<file path="config.mk">
export PLATFORM = sky130hd
export DESIGN_NAME = traffic_light_fsm
export DESIGN_NICKNAME = d
export VERILOG_FILES = /design/src/rtl/traffic_light_fsm.sv
export SDC_FILE = /design/constraint.sdc
export NUM_CORES = 1
export LEC_CHECK = 0
export ABC_CLOCK_PERIOD_IN_PS = 2100
export CAP_MARGIN = 20
export CORE_MARGIN = 2
export CORE_UTILIZATION = 48
export CTS_CLUSTER_DIAMETER = 40
export DETAILED_ROUTE_END_ITERATION = 16
export PLACE_DENSITY = 0.88
export SYNTH_ARGS = -nofsm -noshare
export SYNTH_HDL_FRONTEND = slang
export SYNTH_SLANG_ARGS = --single-unit
</file>
<file path="constraint.sdc">
create_clock -name clk_in -period 2.1 [get_ports clk_in]
set_input_delay 0.42 -clock clk_in [delete_from_list [all_inputs] [get_ports clk_in]]
set_output_delay 0.42 -clock clk_in [all_outputs]
set_load 0.01 [all_outputs]
</file>
<file path="src/rtl/traffic_light_fsm.sv">
// Two-road signal controller: the main road rests in green until side-road or pedestrian demand.
// Define PED_WALK_EN to latch pedestrian requests and drive the walk lamp during the side-road green.
module traffic_light_fsm #(
    parameter int NS_GREEN_MIN  = 10,
    parameter int YELLOW_TIME   = 3,
    parameter int ALLRED_TIME   = 1,
    parameter int EW_GREEN_TIME = 8
) (
    input  logic       clk_in,
    input  logic       reset,
    input  logic       tick,
    input  logic       car_ew,
    input  logic       ped_req,
    output logic [2:0] ns_light,
    output logic [2:0] ew_light,
    output logic       walk,
    output logic [2:0] state,
    output logic [7:0] sec_left
);
    typedef enum logic [2:0] {
        NS_GREEN  = 3'd0,
        NS_YELLOW = 3'd1,
        ALLRED_A  = 3'd2,
        EW_GREEN  = 3'd3,
        EW_YELLOW = 3'd4,
        ALLRED_B  = 3'd5
    } state_e;

    localparam logic [2:0] LAMP_R = 3'b100;
    localparam logic [2:0] LAMP_Y = 3'b010;
    localparam logic [2:0] LAMP_G = 3'b001;

    localparam logic [7:0] NS_GREEN_LOAD = 8'(NS_GREEN_MIN - 1);
    localparam logic [7:0] YELLOW_LOAD   = 8'(YELLOW_TIME - 1);
    localparam logic [7:0] ALLRED_LOAD   = 8'(ALLRED_TIME - 1);
    localparam logic [7:0] EW_GREEN_LOAD = 8'(EW_GREEN_TIME - 1);

    function automatic logic [7:0] load_value(input state_e s);
        case (s)
            NS_YELLOW, EW_YELLOW: return YELLOW_LOAD;
            ALLRED_A, ALLRED_B:   return ALLRED_LOAD;
            EW_GREEN:             return EW_GREEN_LOAD;
            default:              return NS_GREEN_LOAD;
        endcase
    endfunction

    // Illegal codes fall through to NS_GREEN, which also closes the ring after ALLRED_B.
    function automatic state_e successor(input state_e s);
        case (s)
            NS_GREEN:  return NS_YELLOW;
            NS_YELLOW: return ALLRED_A;
            ALLRED_A:  return EW_GREEN;
            EW_GREEN:  return EW_YELLOW;
            EW_YELLOW: return ALLRED_B;
            default:   return NS_GREEN;
        endcase
    endfunction

    function automatic logic [2:0] ns_lamp(input state_e s);
        case (s)
            NS_GREEN:  return LAMP_G;
            NS_YELLOW: return LAMP_Y;
            default:   return LAMP_R;
        endcase
    endfunction

    function automatic logic [2:0] ew_lamp(input state_e s);
        case (s)
            EW_GREEN:  return LAMP_G;
            EW_YELLOW: return LAMP_Y;
            default:   return LAMP_R;
        endcase
    endfunction

    state_e     state_q, state_d;
    logic [7:0] sec_left_q, sec_left_d;
    logic [2:0] ns_light_q, ns_light_d;
    logic [2:0] ew_light_q, ew_light_d;
    logic       walk_q, walk_d;
    logic       ped_pending;
    logic       expired;
    logic       advance;
    logic       enter_ew;

    always_comb begin
        state_d    = state_q;
        sec_left_d = sec_left_q;
        advance    = 1'b0;
        expired    = tick && (sec_left_q == 8'd0);
        case (state_q)
            NS_GREEN:                                          advance = expired && (car_ew || ped_pending);
            NS_YELLOW, ALLRED_A, EW_GREEN, EW_YELLOW, ALLRED_B: advance = expired;
            default:                                           advance = 1'b1;
        endcase
        if (advance) begin
            state_d    = successor(state_q);
            sec_left_d = load_value(state_d);
        end else if (tick && (sec_left_q != 8'd0)) begin
            sec_left_d = sec_left_q - 8'd1;
        end
        enter_ew   = (state_d == EW_GREEN) && (state_q != EW_GREEN);
        // Walk is decided once, at green entry, from the request latched before that edge.
        walk_d     = (state_d == EW_GREEN) ? (enter_ew ? ped_pending : walk_q) : 1'b0;
        ns_light_d = ns_lamp(state_d);
        ew_light_d = ew_lamp(state_d);
    end

`ifdef PED_WALK_EN
    logic ped_pending_q, ped_pending_d;
    // Entering the side-road green serves the request, so the clear beats a simultaneous press.
    always_comb ped_pending_d = enter_ew ? 1'b0 : (ped_pending_q | ped_req);
    assign ped_pending = ped_pending_q;
`else
    logic unused_ped_req;
    assign unused_ped_req = ped_req;
    assign ped_pending    = 1'b0;
`endif

    always_ff @(posedge clk_in or negedge reset) begin
        if (!reset) begin
            state_q       <= NS_GREEN;
            sec_left_q    <= NS_GREEN_LOAD;
            ns_light_q    <= LAMP_G;
            ew_light_q    <= LAMP_R;
            walk_q        <= 1'b0;
`ifdef PED_WALK_EN
            ped_pending_q <= 1'b0;
`endif
        end else begin
            state_q       <= state_d;
            sec_left_q    <= sec_left_d;
            ns_light_q    <= ns_light_d;
            ew_light_q    <= ew_light_d;
            walk_q        <= walk_d;
`ifdef PED_WALK_EN
            ped_pending_q <= ped_pending_d;
`endif
        end
    end

    assign state    = state_q;
    assign sec_left = sec_left_q;
    assign ns_light = ns_light_q;
    assign ew_light = ew_light_q;
    assign walk     = walk_q;
endmodule

</file>
### Word-level counts from Yosys, hierarchy flattened

Cells that the tools add are included.

| word-level totals | value |
|---|---|
| register bits after elaboration | 18 |
| input bits | 5 |
| word-level logic and storage cells | 44 |

| operators by class | value |
|---|---|
| $add $sub $neg | 1 |
| equal/unequal tests | 15 |
| multiplexer cells | 11 |
| reductions and logical operators | 12 |

Operator list:

| operator | number |
|---|---|
| 8-bit 2-to-1 mux | 2 |
| 3-bit by 2-bit == test with 1-bit output (second input constant) | 5 |
| 3-bit == test (second input constant) | 5 |
| 3-bit case mux with 5 select lines | 1 |
| 3-bit case mux with 2 select lines | 2 |
| 4-bit case mux with 3 select lines | 1 |
| 3-bit by 1-bit == test with 1-bit output (second input constant) | 3 |
| 8-bit logical NOT | 1 |
| 8-bit nonzero test | 1 |
| 8-bit by 1-bit subtractor with 8-bit output (second input constant) | 1 |
| 3-bit logical NOT | 2 |
| 3-bit 2-to-1 mux | 2 |
| 5-bit OR reduction | 1 |
| 1-bit logical AND | 4 |
| 2-bit OR reduction | 2 |
| 3-bit by 2-bit inequality test with 1-bit output (second input constant) | 1 |
| 1-bit 2-to-1 mux | 2 |
| 2-bit inequality test (second input constant) | 1 |
| 1-bit case mux with 2 select lines | 1 |
| 2-bit nonzero test | 1 |

### Depth between registers and ports, before layout

Gate-level depths: netlist (run 1).

| depth | value |
|---|---|
| word-level depth | 10 |
| gate-level depth with buffers | 6 |

### Worst setup path before layout (run 1)

No wires, ideal clock.

| timing path | value |
|---|---|
| path kind | register to register |
| start point | reg sec_left_q[2], in the netlist sec_left[2] |
| end point | reg sec_left_q[1], in the netlist sec_left[1] |
| arrival time | 1.714 ns |
| setup slack | 0.258 ns |
| stages on the path, launching flop included | 6 |
| path buffers | 1 |
| period minus slack after synthesis | 1.842 ns |
| cell sequence | dfrtp_1 or4_1 buf_6 o31ai_4 a21oi_1 o32a_2 |

| between the ends | value |
|---|---|
| cells in the longest elaborated chain, start to end | 5 |
| elaborated cells between the ends (all ways) | 8 |

RTL lines:

| what | line | source |
|---|---|---|
| start, declared | 76 | `logic [7:0] sec_left_q, sec_left_d;` |
| start signal, assigned | 131 | `sec_left_q <= sec_left_d;` |
| 8-bit logical NOT | 89 | `expired = tick && (sec_left_q == 8'd0);` |
| 1-bit logical AND | 89 |  |
| 1-bit logical AND | 91 | `NS_GREEN: advance = expired && (car_ew \|\| ped_pending);` |
| 1-bit case mux with 2 select lines | 90 | `case (state_q)` |
| 8-bit 2-to-1 mux / 2-bit nonzero test (equally long branches) | -- |  |

Parallel ways exist; a longest one is shown, timed or not.
A chain may end at the register's enable or synchronous reset.

### Final worst setup path (run 1)

| timing path | value |
|---|---|
| start point | reg sec_left_q[3], in the netlist sec_left[3] |
| end point | reg state_q[2], in the netlist state[2] |

| between the ends | value |
|---|---|
| cells in the longest elaborated chain, start to end | 5 |

RTL lines:

| what | line | source |
|---|---|---|
| 8-bit logical NOT (*) | 89 |  |
| 1-bit logical AND (*) | 89 |  |
| 1-bit logical AND | 91 |  |
| 1-bit case mux with 2 select lines (*) | 90 |  |
| 3-bit 2-to-1 mux (*) | 95 | `if (advance) begin` |
| named net state_d[2] | 75 | `state_e state_q, state_d;` |
| end signal, assigned | 130 | `state_q <= state_d;` |
| end, declared | 75 |  |

The timed path passes the listed nets; every way through them passes the cells marked *.

==> impl_metrics.env, run 1 <==
export IMPL_clk_latency_ns=0.29
export IMPL_dpl_worst_slack_ns=0.106
export IMPL_drive_above_1_share=0.175
export IMPL_synth_adder_area_share=0.0265
export IMPL_synth_xor_area_frac=0.0650
export IMPL_row_count=16
export IMPL_finalMaxSlewViolations=0
export IMPL_core_area_um2=1900
export IMPL_p_per_area_nw_per_um2=1430
export IMPL_cts_hold_buf=0
export IMPL_final_nets=134
export IMPL_fp_dieW_um=48.3
export IMPL_die_area_um2=2340
export IMPL_wirelength_um=2010
export IMPL_rr_worst_depth=4
export IMPL_period_needed_ns=1.93
export IMPL_setup_viol=0
export IMPL_fmax_ghz=0.519
export IMPL_htreeDepth=1
export IMPL_status="finished, final reports clean"
export IMPL_area_growth_syn_to_layout_pct=32.1
export IMPL_muxShareOfSynthArea=0
export IMPL_ys_ff_latch=17
export IMPL_clock_sinks=17
export IMPL_drt_initial_drc_count=23
export IMPL_die_height_um=48.3
export IMPL_finClkSkew_ns=0.00681
export IMPL_cts_resized=0
export IMPL_crit_required_ns=2.29
export IMPL_setup_tns_ns=0
export IMPL_tritoncts="done"
export IMPL_antenna_cells=0
export IMPL_yosysSeqAreaShare=0.456
export IMPL_syn_cell_area_um2=943
export IMPL_overflow=0
export IMPL_cp_max_fo=8
export IMPL_synth_compound_area_share=0.190
export IMPL_irDropWorstVdd_mv=0.726
export IMPL_synth_edf_count=0
export IMPL_crit_path_start_kind="flop"
export IMPL_firstDrtPassIters=6
export IMPL_post_route_util=0.655
export IMPL_synth_simple_gate_area_share=0.211
export IMPL_grt_pass1_vias=754
export IMPL_grt_usage=0.183
export IMPL_worst_hold_slack_ns=0.432
export IMPL_syn_nets=105
export IMPL_io_pin_count=23
export IMPL_rr_startpoint="sec_left[3]$_DFFE_PN1P_"
export IMPL_synthArstFlopShare=1.00
export IMPL_cts_post_setup_buffers_inserted=0
export IMPL_total_power_w=0.00178
export IMPL_fin_crit_sh=0.918
export IMPL_hpwl_um=1440
export IMPL_avgSynthCellArea_um2=9.63
export IMPL_grt_max_degree=18
export IMPL_wl_per_cell_um=13.1
export IMPL_num_vias=866
export IMPL_hold_class="in -> async"
export IMPL_root_buffer="clkbuf_4"
export IMPL_ys_warn_count=0
export IMPL_rsz0062_at_grt="false"
export IMPL_max_cap_violations=0
export IMPL_leakagePower_nw=0.513
export IMPL_path_class="reg -> reg"
export IMPL_cts_buffers=3
export IMPL_ant_nets=0
export IMPL_postSynthCellCount=98
export IMPL_regToRegEndpoint="state[2]$_DFF_PN0_"
export IMPL_clkTransAtPathRegs_ns=0.10
export IMPL_io_buffers=20
export IMPL_setup_ws_ns=0.173
export IMPL_grt_pass1_wl_um=3420
export IMPL_start_util=0.496
export IMPL_yosysUniqueCellTypes=36
export IMPL_viasPerCell=5.66
export IMPL_ys_flop_type="dfrtp_1"
export IMPL_r2r_slack_ns=0.17
export IMPL_cp_arrival_ns=2.11
export IMPL_place_congestion=0.784
export IMPL_hold_viol=0
export IMPL_synth_top_family_by_area="simple AND/OR/NAND/NOR gates"
export IMPL_clk_path_buf_depth=2
export IMPL_antenna_found_initial=0
export IMPL_drc=0
export IMPL_crit_path_end_kind="flop"
==> through the flow <==
stage,instance area (µm²),cells
floorplan,943,98
global placement,1210,149
detailed placement,1210,149
CTS,1240,153
global route,1250,153
finish,1250,153
==> flip-flops by register name, summed over array words and instances (netlist names) <==
signal    cells
sec_left      8
ns_light      3
ew_light      3
state         3
==> layer usage <==
metal / track usage / share of wire
met5: 0 / 0
met4: 0.0952 / 0.017
met3: 0.0309 / 0.060
met2: 0.282 / 0.48
met1: 0.249 / 0.44
==> final cells by class <==
class	instances	area, µm²
multi-input cells	72	473
repair buffers	29	268
flip-flops and latches	17	430
fillers	145	656
well taps	27	33.8
clock buffers	4	26.3
inverters	4	15.0
==> how the worst max path moves through the flow <==
stage                                 start                      end  slack (ns)  cells past startpoint
floorplan           sec_left[2]$_DFFE_PN0P_  sec_left[1]$_DFFE_PN0P_        0.26                      5
global placement                     car_ew    ns_light[1]$_DFF_PN0_        0.14                      6
detailed placement                     tick  sec_left[3]$_DFFE_PN1P_        0.11                      5
CTS                 sec_left[1]$_DFFE_PN0P_    ns_light[1]$_DFF_PN0_        0.14                      6
global route        sec_left[3]$_DFFE_PN1P_  sec_left[3]$_DFFE_PN1P_        0.05                      4
finish              sec_left[3]$_DFFE_PN1P_       state[2]$_DFF_PN0_        0.17                      4
==> where the power goes <==
group          switching (W)  total [W]  internal, W  leakage (nW)
logic               0.000468   0.000959     0.000491         0.293
clock network      0.0000993   0.000173    0.0000739        0.0150
registers           0.000148   0.000644     0.000496         0.205
==> critical path: stages (launching register included) <==
cell	delay (ns)
dfstp_2	0.42
or4_1	0.70
nor3_1	0.34
a21oi_1	0.16
a21o_1	0.20
==> cells in the final DEF (no fill, tap or decap), types with 2 or more instances in the layout <==
cell type        Yosys  routed
nor3_1               7       7
o21ai_0              4       4
buf_4                1       9
xnor2_1              3       3
nor2_1              12      12
dfrtp_1             13      13
nand4_1              2       2
xor2_1               4       4
inv_1                4       4
ha_1                 2       2
nor4_1               3       3
nand2_1              3       3
a21oi_1              6       6
a31oi_1              3       3
clkdlybuf4s50_1      0      20
nand3_1              4       4
clkbuf_4             0       3
o2111ai_1            2       2
dfstp_2              4       4
==> cells in the mapped netlist (2+ instances only) <==
cell type / instances / area [µm²]
a31oi_1: 3 / 18.8
o2111ai_1: 2 / 17.5
inv_1: 4 / 15.0
nor3_1: 7 / 35.0
nor2_1: 12 / 45.0
xor2_1: 4 / 35.0
dfstp_2: 4 / 105
a21oi_1: 6 / 30.0
nor4_1: 3 / 18.8
dfrtp_1: 13 / 325
o21ai_0: 4 / 20.0
nand3_1: 4 / 20.0
xnor2_1: 3 / 26.3
clkbuf_1: 3 / 11.3
nand4_1: 2 / 12.5
ha_1: 2 / 25.0
nand2_1: 3 / 11.3
==> cell families (layout without fill, tap and decap cells) <==
kind of cell | count (synthesis) | after routing
AND/OR/NAND/NOR | 38 | 38
XOR/XNOR | 7 | 7
buffers and inverters | 9 | 37
AO/OA/AOI/OAI | 24 | 24
other | 1 | 1
flip-flops | 17 | 17
adder cells (fa/ha/maj) | 2 | 2
Note: power is estimated with default switching activity, not from simulation.
==> run 2, diff against run 1 <==
--- a/config.mk
+++ b/config.mk
@@ -15,3 +15,4 @@
 export SYNTH_ARGS = -nofsm -noshare
 export SYNTH_HDL_FRONTEND = slang
 export SYNTH_SLANG_ARGS = --single-unit
+export TNS_END_PERCENT = 20
==> results of run 2 <==
The final DEF is identical to that of run 1; final timing and power are the same.
==> run 3, diff against run 2 <==
--- a/config.mk
+++ b/config.mk
@@ -7,7 +7,7 @@
 export LEC_CHECK = 0
 export ABC_CLOCK_PERIOD_IN_PS = 2100
 export CAP_MARGIN = 20
-export CORE_MARGIN = 2
+export CORE_MARGIN = 5
 export CORE_UTILIZATION = 48
 export CTS_CLUSTER_DIAMETER = 40
 export DETAILED_ROUTE_END_ITERATION = 16
==> constraint.sdc (replaced) <==
create_clock -name clk_in -period 2.1 [get_ports clk_in]
set_input_delay 0.21 -clock clk_in [delete_from_list [all_inputs] [get_ports clk_in]]
set_output_delay 0.21 -clock clk_in [all_outputs]
set_load 0.01 [all_outputs]
==> run 3 against run 2 <==
Total power is 0.18% lower. Maximum frequency decreased by 2.2%. Sequential power decreased by 2%. Via count decreased by 0.58%. Final area fell by 1.6%. Die area grew 26%. Global-route usage fell by 2.4 points. Sequential share of layout area is 0.56 points higher. Final cell count fell by 1.3%. Combinational power rose by 1%. Flip-flop and latch count unchanged. Highest routed layer unchanged.
==> impl_metrics.env, run 3 (synthesized netlist as in run 1, its figures left out) <==
export IMPL_irDropWorstVdd_mv=0.729
export IMPL_die_area_um2=2950
export IMPL_io_pin_count=23
export IMPL_rsz0062_at_grt="false"
export IMPL_grt_pass1_wl_um=3460
export IMPL_fmax_ghz=0.508
export IMPL_clk_path_buf_depth=2
export IMPL_fp_dieW_um=54.3
export IMPL_tritoncts="done"
export IMPL_slew_headroom=0.537
export IMPL_slowest_delay_ns=0.69
export IMPL_grt_pass1_vias=771
export IMPL_period_needed_ns=1.97
export IMPL_io_buffers=20
export IMPL_cp_arrival_ns=2.15
export IMPL_p_per_area_nw_per_um2=1450
export IMPL_drc=0
export IMPL_htreeDepth=1
export IMPL_viasPerCell=5.70
export IMPL_hpwl_um=1480
export IMPL_largest_reg_flops=8
export IMPL_crit_path_end_kind="flop"
export IMPL_crit_path_start_kind="flop"
export IMPL_die_height_um=54.3
export IMPL_finClkSkew_ns=0.00370
export IMPL_final_nets=132
export IMPL_crit_required_ns=2.28
export IMPL_max_cap_violations=0
export IMPL_firstDrtPassIters=4
export IMPL_worst_hold_slack_ns=0.331
export IMPL_final_cell_mix="20 x clkdlybuf4s50_1, 13 x dfrtp_1, 12 x nor2_1, 7 x nor3_1, 7 x buf_4"
export IMPL_total_power_w=0.00177
export IMPL_ant_nets=0
export IMPL_cp_slowest_cell="or4_1"
export IMPL_cp_max_fo=8
export IMPL_wirelength_um=2060
export IMPL_antenna_found_initial=0
export IMPL_fin_crit_sh=0.938
export IMPL_nFillCells=153
export IMPL_area_growth_syn_to_layout_pct=30.0
export IMPL_start_util=0.491
export IMPL_cp_cell_sequence="or4_1 > o31ai_4 > a21oi_1 > o32a_2"
export IMPL_grt_max_degree=18
export IMPL_setup_viol=0
export IMPL_post_route_util=0.638
export IMPL_clk_latency_ns=0.29
export IMPL_clkTransAtPathRegs_ns=0.10
export IMPL_leakagePower_nw=0.498
export IMPL_status="finished, final reports clean"
export IMPL_final_common_cell="clkdlybuf4s50_1"
export IMPL_root_buffer="clkbuf_4"
export IMPL_overflow=0
export IMPL_drt_initial_drc_count=15
export IMPL_wl_per_cell_um=13.6
export IMPL_place_congestion=0.859
export IMPL_setup_tns_ns=0
export IMPL_cts_buffers=3
export IMPL_row_count=16
export IMPL_core_area_um2=1920
export IMPL_antenna_cells=0
export IMPL_tightest_slew_ns=0.692
export IMPL_hold_viol=0
export IMPL_finalMaxSlewViolations=0
export IMPL_num_vias=861
export IMPL_path_class="reg -> reg"
export IMPL_drive_above_1_share=0.153
export IMPL_grt_usage=0.159
export IMPL_clock_sinks=17
export IMPL_hold_class="in -> async"
-- run 3: final timing paths --
path,cells past startpoint,slack (ns),from,end
setup / recovery,4,0.13,sec_left[4]$_DFFE_PN0P_,sec_left[1]$_DFFE_PN0P_
hold / removal,1,0.33,reset,sec_left[7]$_DFFE_PN0P_
setup reg to reg,4,0.13,sec_left[4]$_DFFE_PN0P_,sec_left[1]$_DFFE_PN0P_
hold reg to reg,1,0.59,sec_left[1]$_DFFE_PN0P_,sec_left[1]$_DFFE_PN0P_
max in group asynchronous,1,1.33,reset,ew_light[0]$_DFF_PN0_
min in group clk_in,1,0.59,sec_left[1]$_DFFE_PN0P_,sec_left[1]$_DFFE_PN0P_
-- run 3: through the flow --
stage	worst slack (ns)	instance area (µm²)	std cells
2_1_floorplan	0.258	943	98
3_3_place_gp	0.182	1190	146
5_1_grt	0.00257	1230	151
3_5_place_dp	0.159	1190	146
4_1_cts	0.134	1220	150
6_report	0.130	1230	151
-- run 3: final cells by class --
class	count	area (µm²)	share of cell area
sequential	17	430	0.351
multi-input combinational	72	468	0.382
inverter	4	15.0	0.0122
timing repair buffer	27	253	0.206
tap	27	33.8	0.0276
clock buffer	4	26.3	0.0214
-- run 3: where the power goes --
group,leakage [nW],internal (W),switching [W]
Sequential,0.205,0.000496,0.000133
Combinational,0.279,0.000486,0.000485
Clock,0.0150,0.0000738,0.0000991
-- run 3: timing repair --
| item | in CTS | in global routing |
|---|---|---|
| hold buffers | 0 | 0 |
| endpoints found under the setup margin | 0 | 1 |
| resized for setup | 0 | 0 |
| setup buffers | 0 | 1 |
-- run 3: layer usage --
metal | global-route usage | wire, µm | vias to the layer above | part of all wire
li1 | - | - | 412 | -
met1 | 0.215 | 913 | 415 | 0.44
met2 | 0.263 | 1010 | 30 | 0.49
met3 | 0.00817 | 103 | 4 | 0.050
met4 | 0.0664 | 32 | 0 | 0.016
met5 | 0 | 0 | - | 0
-- run 3: critical path: cells and delay by family, from the launching register on --
family	cells	cell delay (ns)
compound gates	3	0.73
simple gates	1	0.69
flops	1	0.44
